[config.mk]
export PLATFORM = sky130hd
export DESIGN_NAME = bus_arbiter_6
export DESIGN_NICKNAME = d
export VERILOG_FILES = /design/src/rtl/bus_arbiter_6.sv
export SDC_FILE = /design/constraint.sdc
export NUM_CORES = 1
export LEC_CHECK = 0
export BUFFER_PORTS_ARGS = -buffer_cell sky130_fd_sc_hd__buf_4
export CAP_MARGIN = 40
export CORE_ASPECT_RATIO = 1.4
export CORE_MARGIN = 5
export CORE_UTILIZATION = 45
export DETAILED_ROUTE_END_ITERATION = 6
export PLACE_DENSITY = 0.61
export SYNTH_ARGS = -nofsm -noshare
export SYNTH_HDL_FRONTEND = slang
export SYNTH_SLANG_ARGS = --single-unit
export TNS_END_PERCENT = 50
[constraint.sdc]
create_clock -name clk -period 4.4 [get_ports clk]
set_clock_uncertainty 0.15 [all_clocks]
set_input_delay 0.22 -clock clk [delete_from_list [all_inputs] [get_ports clk]]
set_output_delay 0.22 -clock clk [all_outputs]
set_load 0.02 [all_outputs]
[src/rtl/bus_arbiter_6.sv]
// bus_arbiter_6: round-robin arbiter for six req/gnt masters sharing one
// 6:1 bus mux. Drives a registered one-hot grant plus the mux select; when
// the bus is free the select parks on SEL_IDLE so the mux outputs zero.
// Optional feature macro: ARB_TIMEOUT_EN (forced release after MAX_HOLD
// BUSY cycles, flagged by a one-cycle timeout pulse).
module bus_arbiter_6 #(
  parameter logic [2:0]  SEL_IDLE = 3'd7,
  parameter int unsigned MAX_HOLD = 16
) (
  input  logic       clk,
  input  logic       rst,
  input  logic [5:0] req,
  output logic [5:0] gnt,
  output logic [2:0] sel,
  output logic       busy,
  output logic       timeout
);

  typedef enum logic [1:0] {
    IDLE,
    BUSY,
    TURN
  } state_t;

  // Reject parameter values that would alias a real mux input or overflow the hold counter.
  if (SEL_IDLE < 3'd6) begin : g_bad_sel_idle
    $error("bus_arbiter_6: SEL_IDLE must be 6 or 7");
  end
  if (MAX_HOLD < 1 || MAX_HOLD > 255) begin : g_bad_max_hold
    $error("bus_arbiter_6: MAX_HOLD must be in 1..255");
  end

  state_t     state, state_n;
  logic [2:0] ptr, ptr_n;
  logic [5:0] gnt_n;
  logic [2:0] sel_n;
  logic       busy_n;
  logic       win_valid;
  logic [2:0] win_idx;
  logic       owner_req;

`ifdef ARB_TIMEOUT_EN
  localparam logic [7:0] HOLD_LAST = 8'(MAX_HOLD - 1);
  logic [7:0] hold, hold_n;
  logic       timeout_n;
`endif

  // Round-robin scan: first pending request starting at ptr, wrapping 5 -> 0.
  always_comb begin
    logic [3:0] cand;
    win_valid = 1'b0;
    win_idx   = '0;
    cand      = '0;
    for (int unsigned i = 0; i < 6; i++) begin
      cand = {1'b0, ptr} + 4'(i);
      if (cand >= 4'd6) cand = cand - 4'd6;
      if (!win_valid && req[cand[2:0]]) begin
        win_valid = 1'b1;
        win_idx   = cand[2:0];
      end
    end
  end

  // sel holds the owner index whenever the FSM is in BUSY.
  assign owner_req = req[sel];

  // Next-state and next-output decode for the IDLE/BUSY/TURN handshake FSM.
  always_comb begin
    state_n = state;
    ptr_n   = ptr;
    gnt_n   = gnt;
    sel_n   = sel;
    busy_n  = busy;
`ifdef ARB_TIMEOUT_EN
    hold_n    = hold;
    timeout_n = 1'b0;
`endif
    unique case (state)
      IDLE: begin
        gnt_n  = '0;
        sel_n  = SEL_IDLE;
        busy_n = 1'b0;
        if (win_valid) begin
          gnt_n   = 6'(6'b1 << win_idx);
          sel_n   = win_idx;
          busy_n  = 1'b1;
          state_n = BUSY;
`ifdef ARB_TIMEOUT_EN
          hold_n = '0;
`endif
        end
      end
      BUSY: begin
        if (!owner_req) begin
          gnt_n   = '0;
          sel_n   = SEL_IDLE;
          busy_n  = 1'b0;
          ptr_n   = (sel == 3'd5) ? 3'd0 : sel + 3'd1;
          state_n = TURN;
        end
`ifdef ARB_TIMEOUT_EN
        // Normal release above wins; forced release only while req[owner] is still high.
        else if (hold == HOLD_LAST) begin
          gnt_n     = '0;
          sel_n     = SEL_IDLE;
          busy_n    = 1'b0;
          ptr_n     = (sel == 3'd5) ? 3'd0 : sel + 3'd1;
          state_n   = TURN;
          timeout_n = 1'b1;
        end else begin
          hold_n = hold + 8'd1;
        end
`endif
      end
      TURN: begin
        gnt_n   = '0;
        sel_n   = SEL_IDLE;
        busy_n  = 1'b0;
        state_n = IDLE;
      end
      default: begin
        gnt_n   = '0;
        sel_n   = SEL_IDLE;
        busy_n  = 1'b0;
        state_n = IDLE;
      end
    endcase
  end

  // State, pointer and registered outputs; reset overrides everything.
  always_ff @(posedge clk) begin
    if (rst) begin
      state <= IDLE;
      ptr   <= '0;
      gnt   <= '0;
      sel   <= SEL_IDLE;
      busy  <= 1'b0;
    end else begin
      state <= state_n;
      ptr   <= ptr_n;
      gnt   <= gnt_n;
      sel   <= sel_n;
      busy  <= busy_n;
    end
  end

`ifdef ARB_TIMEOUT_EN
  // Hold counter and one-cycle forced-release flag.
  always_ff @(posedge clk) begin
    if (rst) begin
      hold    <= '0;
      timeout <= 1'b0;
    end else begin
      hold    <= hold_n;
      timeout <= timeout_n;
    end
  end
`else
  assign timeout = 1'b0;
`endif

endmodule

# [Word level (Yosys, flattened, before mapping)]
# Index checks and enable logic that the tools add are counted.
[word_totals] out_inout_bits=11 regBits=15 word_cells=94 in_bits=8
[classes] shift=1 n_reduce_logical=13 eq_ne=4 n_bitwise=1 n_lt_le_gt_ge=13 addsub=12 muxes=45
[op_table] operator="$mux 3" count=15
[op_table] operator="$lt 3x4->1 const B" count=7
[op_table] operator="$bmux 1 s3" count=7
[op_table] operator="$ge 4x3->1 const B" count=5
[op_table] operator="$sub 3x3->3 const B" count=6
[op_table] operator="$mux 1" count=15
[op_table] operator="$mux 6" count=2
[op_table] operator="$pmux 6 s2" count=1
[op_table] operator="$add 3x2->4 const B" count=2
[op_table] operator="$add 3x3->4 const B" count=2
[op_table] operator="$pmux 3 s2" count=1
[op_table] operator="$shl 1x3->6 const A" count=1
[op_table] operator="$logic_and 1x1->1" count=5
[op_table] operator="$logic_not 1->1" count=5
[op_table] operator="$add 3x1->4 const B" count=1
[op_table] operator="$mux 2" count=2
[op_table] operator="$ne 2x2->1 const B" count=2
[op_table] operator="$pmux 2 s2" count=1
[op_table] operator="$reduce_and 2->1" count=2
[op_table] operator="$add 3x1->3 const B" count=1
[op_table] operator="$eq 3x3->1 const B" count=1
[op_table] operator="$ge 3x3->1 const B" count=1
[op_table] operator="$eq 2x1->1 const B" count=1
[op_table] operator="$logic_not 2->1" count=1
[op_table] operator="other kinds (2)" count=2

# [Depth between registers and ports, before layout]
[depth] ltp_word=23 ltp_mapped=14 depth_no_buf=11

# [Worst setup path before layout]
# No wires, ideal clock.
[synth_path] path_kind="reg2reg" from="reg ptr[0]" to="reg gnt[0]" path_buffers=4 path_stages_with_launch=15 arrival_ps=2970 synth_period_minus_slack_ps=3247 setup_slack_ps=1153 setup_ps=127 required_ps=4123 cell_sequence="dfxtp_1 -> buf_6 -> buf_4 -> inv_1 -> ha_1 -> clkbuf_2 -> buf_2 -> nand3_1 -> o21ai_1 -> nor3b_1 -> or3_1 -> or3_4 -> o221a_4 -> a32oi_1 -> nor2_1"
[synth_between] elab_chain_len=23 elab_cells_between_ends=60 classes_between="add/sub (11); order compare (6); shift (1); mux (32); reduce/logical (10)"
[synth_lines] element="start: declaration" line_no="34" source="logic [2:0] ptr, ptr_n;"
[synth_lines] element="start signal: assignment" line_no="140" source="ptr <= ptr_n;"
[synth_lines] element="parallel branches: the longest is 21 deep, another holds $add 3x1->4"
[synth_lines] element="$mux 6 (*)" line_no="83" source="if (win_valid) begin"
[synth_lines] element="$pmux 6 s2 (*)" line_no="78" source="unique case (state)"
[synth_lines] element="end signal: assignment" line_no="141" source="gnt <= gnt_n;"
[synth_lines] element="end: declaration" line_no="13" source="output logic [5:0] gnt,"
# Mark *: on every way between the ends. The select of a mux whose other input is x is not followed.
# A chain may end at the register's enable or synchronous reset.

# [Worst setup path in the final report]
[layout_path] from="reg ptr[1]" to="reg gnt[0]"
# The elaborated chain is that of the path after synthesis.

==> results.tsv <==
metric	value	unit
status	completed	
layout cells sized above 1	20.18	%
area of the multi-input gates	1297	sq um
Fin Setup TNS	0	ns
Placed Area	1812	sq um
crit path kind	reg2reg	
Sequential Area	300.3	sq um
via count	1638	
Mapped Cells	208	
Max stage delay cell, worst path	ha_1	
via/cell ratio	6.300	
Slew @ Worst Pin	0.6038	ns
CP Launch Type	flip-flop	
PwrDens	809.7	nW/um^2
Seq/Total Area, Yosys	17.66	%
CP peak stage delay	0.64	ns
met1 usage	21.57	%
Leak	0.7308	nW
Post CTS Setup Buffer Count	0	
Top FF cell, synth	dfxtp_1	
io pins	19	
unrepaired setup endpoints after global routing	false	
global route overflow	0	
met2 GRT Util	33.30	%
CTS H-tree lvls	1	
Worst VDD drop	0.4761	mV
Final nets	235	
GR Layer Usage met3	2.644	%
latest clock arrival within the worst-skew pair	0.24	ns
CP max FO	15	
cell family with most CP delay	compound AO/OA/AOI/OAI gates	
n_diodes	0	
Mapped Area	1700	sq um
Critical Path, Cell by Cell	inv_1 -> ha_1 -> clkinv_1 -> or3_1 -> a21o_1 -> nand3_1 -> nor3b_2 -> a311oi_4 -> o221a_4 -> a32oi_1 -> nor2_1	
WHS Endpoint	gnt[4]	
1st-pass router iterations	4	
minimum clock period	3.731	ns
worst reg2reg startpoint	ptr[1]	
worst path bufs/invs	2	
GR peak layer	met2	
reg2reg path depth	11	
initial cell density of the core	46.67	%
final setup violation count	0	
Yosys reg bits	15	
Syn Nets	224	
Worst Path Required	4.43	ns
core area	3643	sq um
synth unique cells	67	
Worst setup EP type	flip-flop	
Post-Syn Area per Cell	8.175	sq um
CTS clock-pin slew for the worst setup and hold paths	0.06	ns
Global Route Usage Sum	19.08	%
vias in the first global route	1637	
Layout area overhead	9.198	%
Routed WL	4.395	mm
Slew HR	59.69	%
DRC Markers	0	
asr flop ratio synth	0	%
Placer Congestion	0.9544	
r2r setup slk	0.67	ns
WL/cell	16.90	um
Hold Crit Start	rst	
DR iter-0 viols	71	
row count	26	
fmax	268.1	MHz
Post-CTS Hold Buffers	0	
Worst Hold Slack	0.08853	ns
global-route wire length before repair	7.500	mm
largest net degree at the start of global routing	24	
max cap viols	0	
CTS tree	done	
initial antenna violation count	0	
post-DP HPWL	3.586	mm
Vert. Die Dim	82.74	um
Die Wd	61.95	um
FILL cells	378	
worst hold stages	2	
fin util	50.96	%
final instance area	1857	sq um
final slew viol count	0	
worst min path class	in2reg	
RR Endpoint	gnt[0]	
Buffers on Ports	17	
CTS Buf Count	3	
Die ar.	5125	sq um
CP arrival	3.76	ns
synth warn	0	
post_cts resized	0	
Post-DRT Antenna Nets	0	
number of synthesized flops with an enable pin	0	
final hold violations	0	
clk buf depth	2	
Tcrit/Tclk final	84.78	%
CTS sink cnt	15	
CTS root buffer	clkbuf_8	
==> cell type report <==
| type | instances | share of cell area [%] |
|---|---|---|
| Multi-Input combinational cell | 174 | 69.88 |
| Inverter | 7 | 1.415 |
| Tap cell | 42 | 2.830 |
| Clock buffer | 4 | 2.426 |
| Timing Repair Buffer | 18 | 7.278 |
| Sequential cell | 15 | 16.17 |
==> through the flow <==
step           power (mW)  setup slack, ns  instances
4_1_cts             1.512           0.6854        260
6_report            1.503           0.6695        260
2_1_floorplan       1.161            1.153        208
3_5_place_dp        1.391           0.7256        256
3_3_place_gp        1.379           0.7945        256
5_1_grt             1.637           0.4588        260
==> kinds of logic (layout without fill, tap and decap cells) <==
logic type / after synthesis / after routing / synth area share, %
buffers and inverters: 19 / 29 / 6.033
AO/OA/AOI/OAI: 65 / 65 / 29.73
XOR/XNOR: 6 / 6 / 3.974
other: 1 / 1 / 0.2205
multiplexers: 15 / 15 / 11.33
adder cells (fa/ha/maj): 8 / 8 / 5.887
flip-flops: 15 / 15 / 17.66
AND/OR/NAND/NOR: 79 / 79 / 25.16
==> synthesized netlist by cell type, types with 4 or more instances <==
cell type | number | area share, %
nor3_1 | 8 | 2.4
nor2_1 | 17 | 3.8
inv_1 | 6 | 1.3
nand4_1 | 4 | 1.5
or3_1 | 4 | 1.5
a21oi_1 | 13 | 3.8
a211oi_1 | 4 | 1.8
dfxtp_1 | 15 | 18
nand2_1 | 18 | 4.0
ha_1 | 8 | 5.9
mux2i_1 | 7 | 4.1
o21ai_0 | 10 | 2.9
nor2b_1 | 4 | 1.5
nand3_1 | 8 | 2.4
==> power breakdown <==
part	total (mW)	internal (mW)	switching (mW)
combinational	1.16	0.482	0.675
sequential	0.239	0.182	0.0570
clock	0.108	0.0640	0.0439
total	1.50	0.728	0.776
==> placed cells by master, fill, tap and decap left out, types with 2 or more instances in the layout <==
cell type  synthesis  routed
nand2_1           18      18
buf_4              3      18
nor2_1            17      17
dfxtp_1           15      15
a21oi_1           13      13
o21ai_0           10      10
nor3_1             8       8
nand3_1            8       8
ha_1               8       8
mux2i_1            7       7
inv_1              6       6
nand4_1            4       4
or3_1              4       4
nor2b_1            4       4
a211oi_1           4       4
mux2_2             3       3
o21a_1             3       3
a21o_1             3       3
xnor2_1            3       3
nand2b_1           3       3
o31ai_1            3       3
a22oi_1            3       3
clkbuf_8           0       3
mux2_4             2       2
or2_1              2       2
o31a_1             2       2
o32ai_1            2       2
a41oi_1            2       2
o21ai_1            2       2
o22ai_1            2       2
nand3b_1           2       2
==> registers in the layout, indices dropped and copies added, names as in the netlist <==
name / count
sel: 3
gnt: 6
state: 2
ptr: 3
busy: 1
==> metal layers <==
layer  vias up  part of all wire [%]
met4         0                   3.6
li1        794                     -
met1       787                    39
met5         -                     0
met3        12                   4.3
met2        45                    53
==> how the worst max path moves through the flow <==
stage | startpoint | to | slack [ns] | depth (start not counted)
2_1_floorplan | ptr[0] | gnt[0] | 1.15 | 14
3_3_place_gp | ptr[1] | gnt[4] | 0.79 | 11
3_5_place_dp | ptr[1] | gnt[0] | 0.73 | 11
4_1_cts | ptr[1] | gnt[0] | 0.69 | 11
5_1_grt | ptr[1] | sel[2] | 0.46 | 11
6_report | ptr[1] | gnt[0] | 0.67 | 11
==> worst register-to-register path: cells and delay by family (launching register included) <==
kind	cells	cell delay [ns]
simple gates	4	0.82
compound gates	4	0.97
buf+inv	2	0.54
flops	1	0.55
fa+ha+maj	1	0.64
Note: power is estimated with default switching activity, not from simulation.
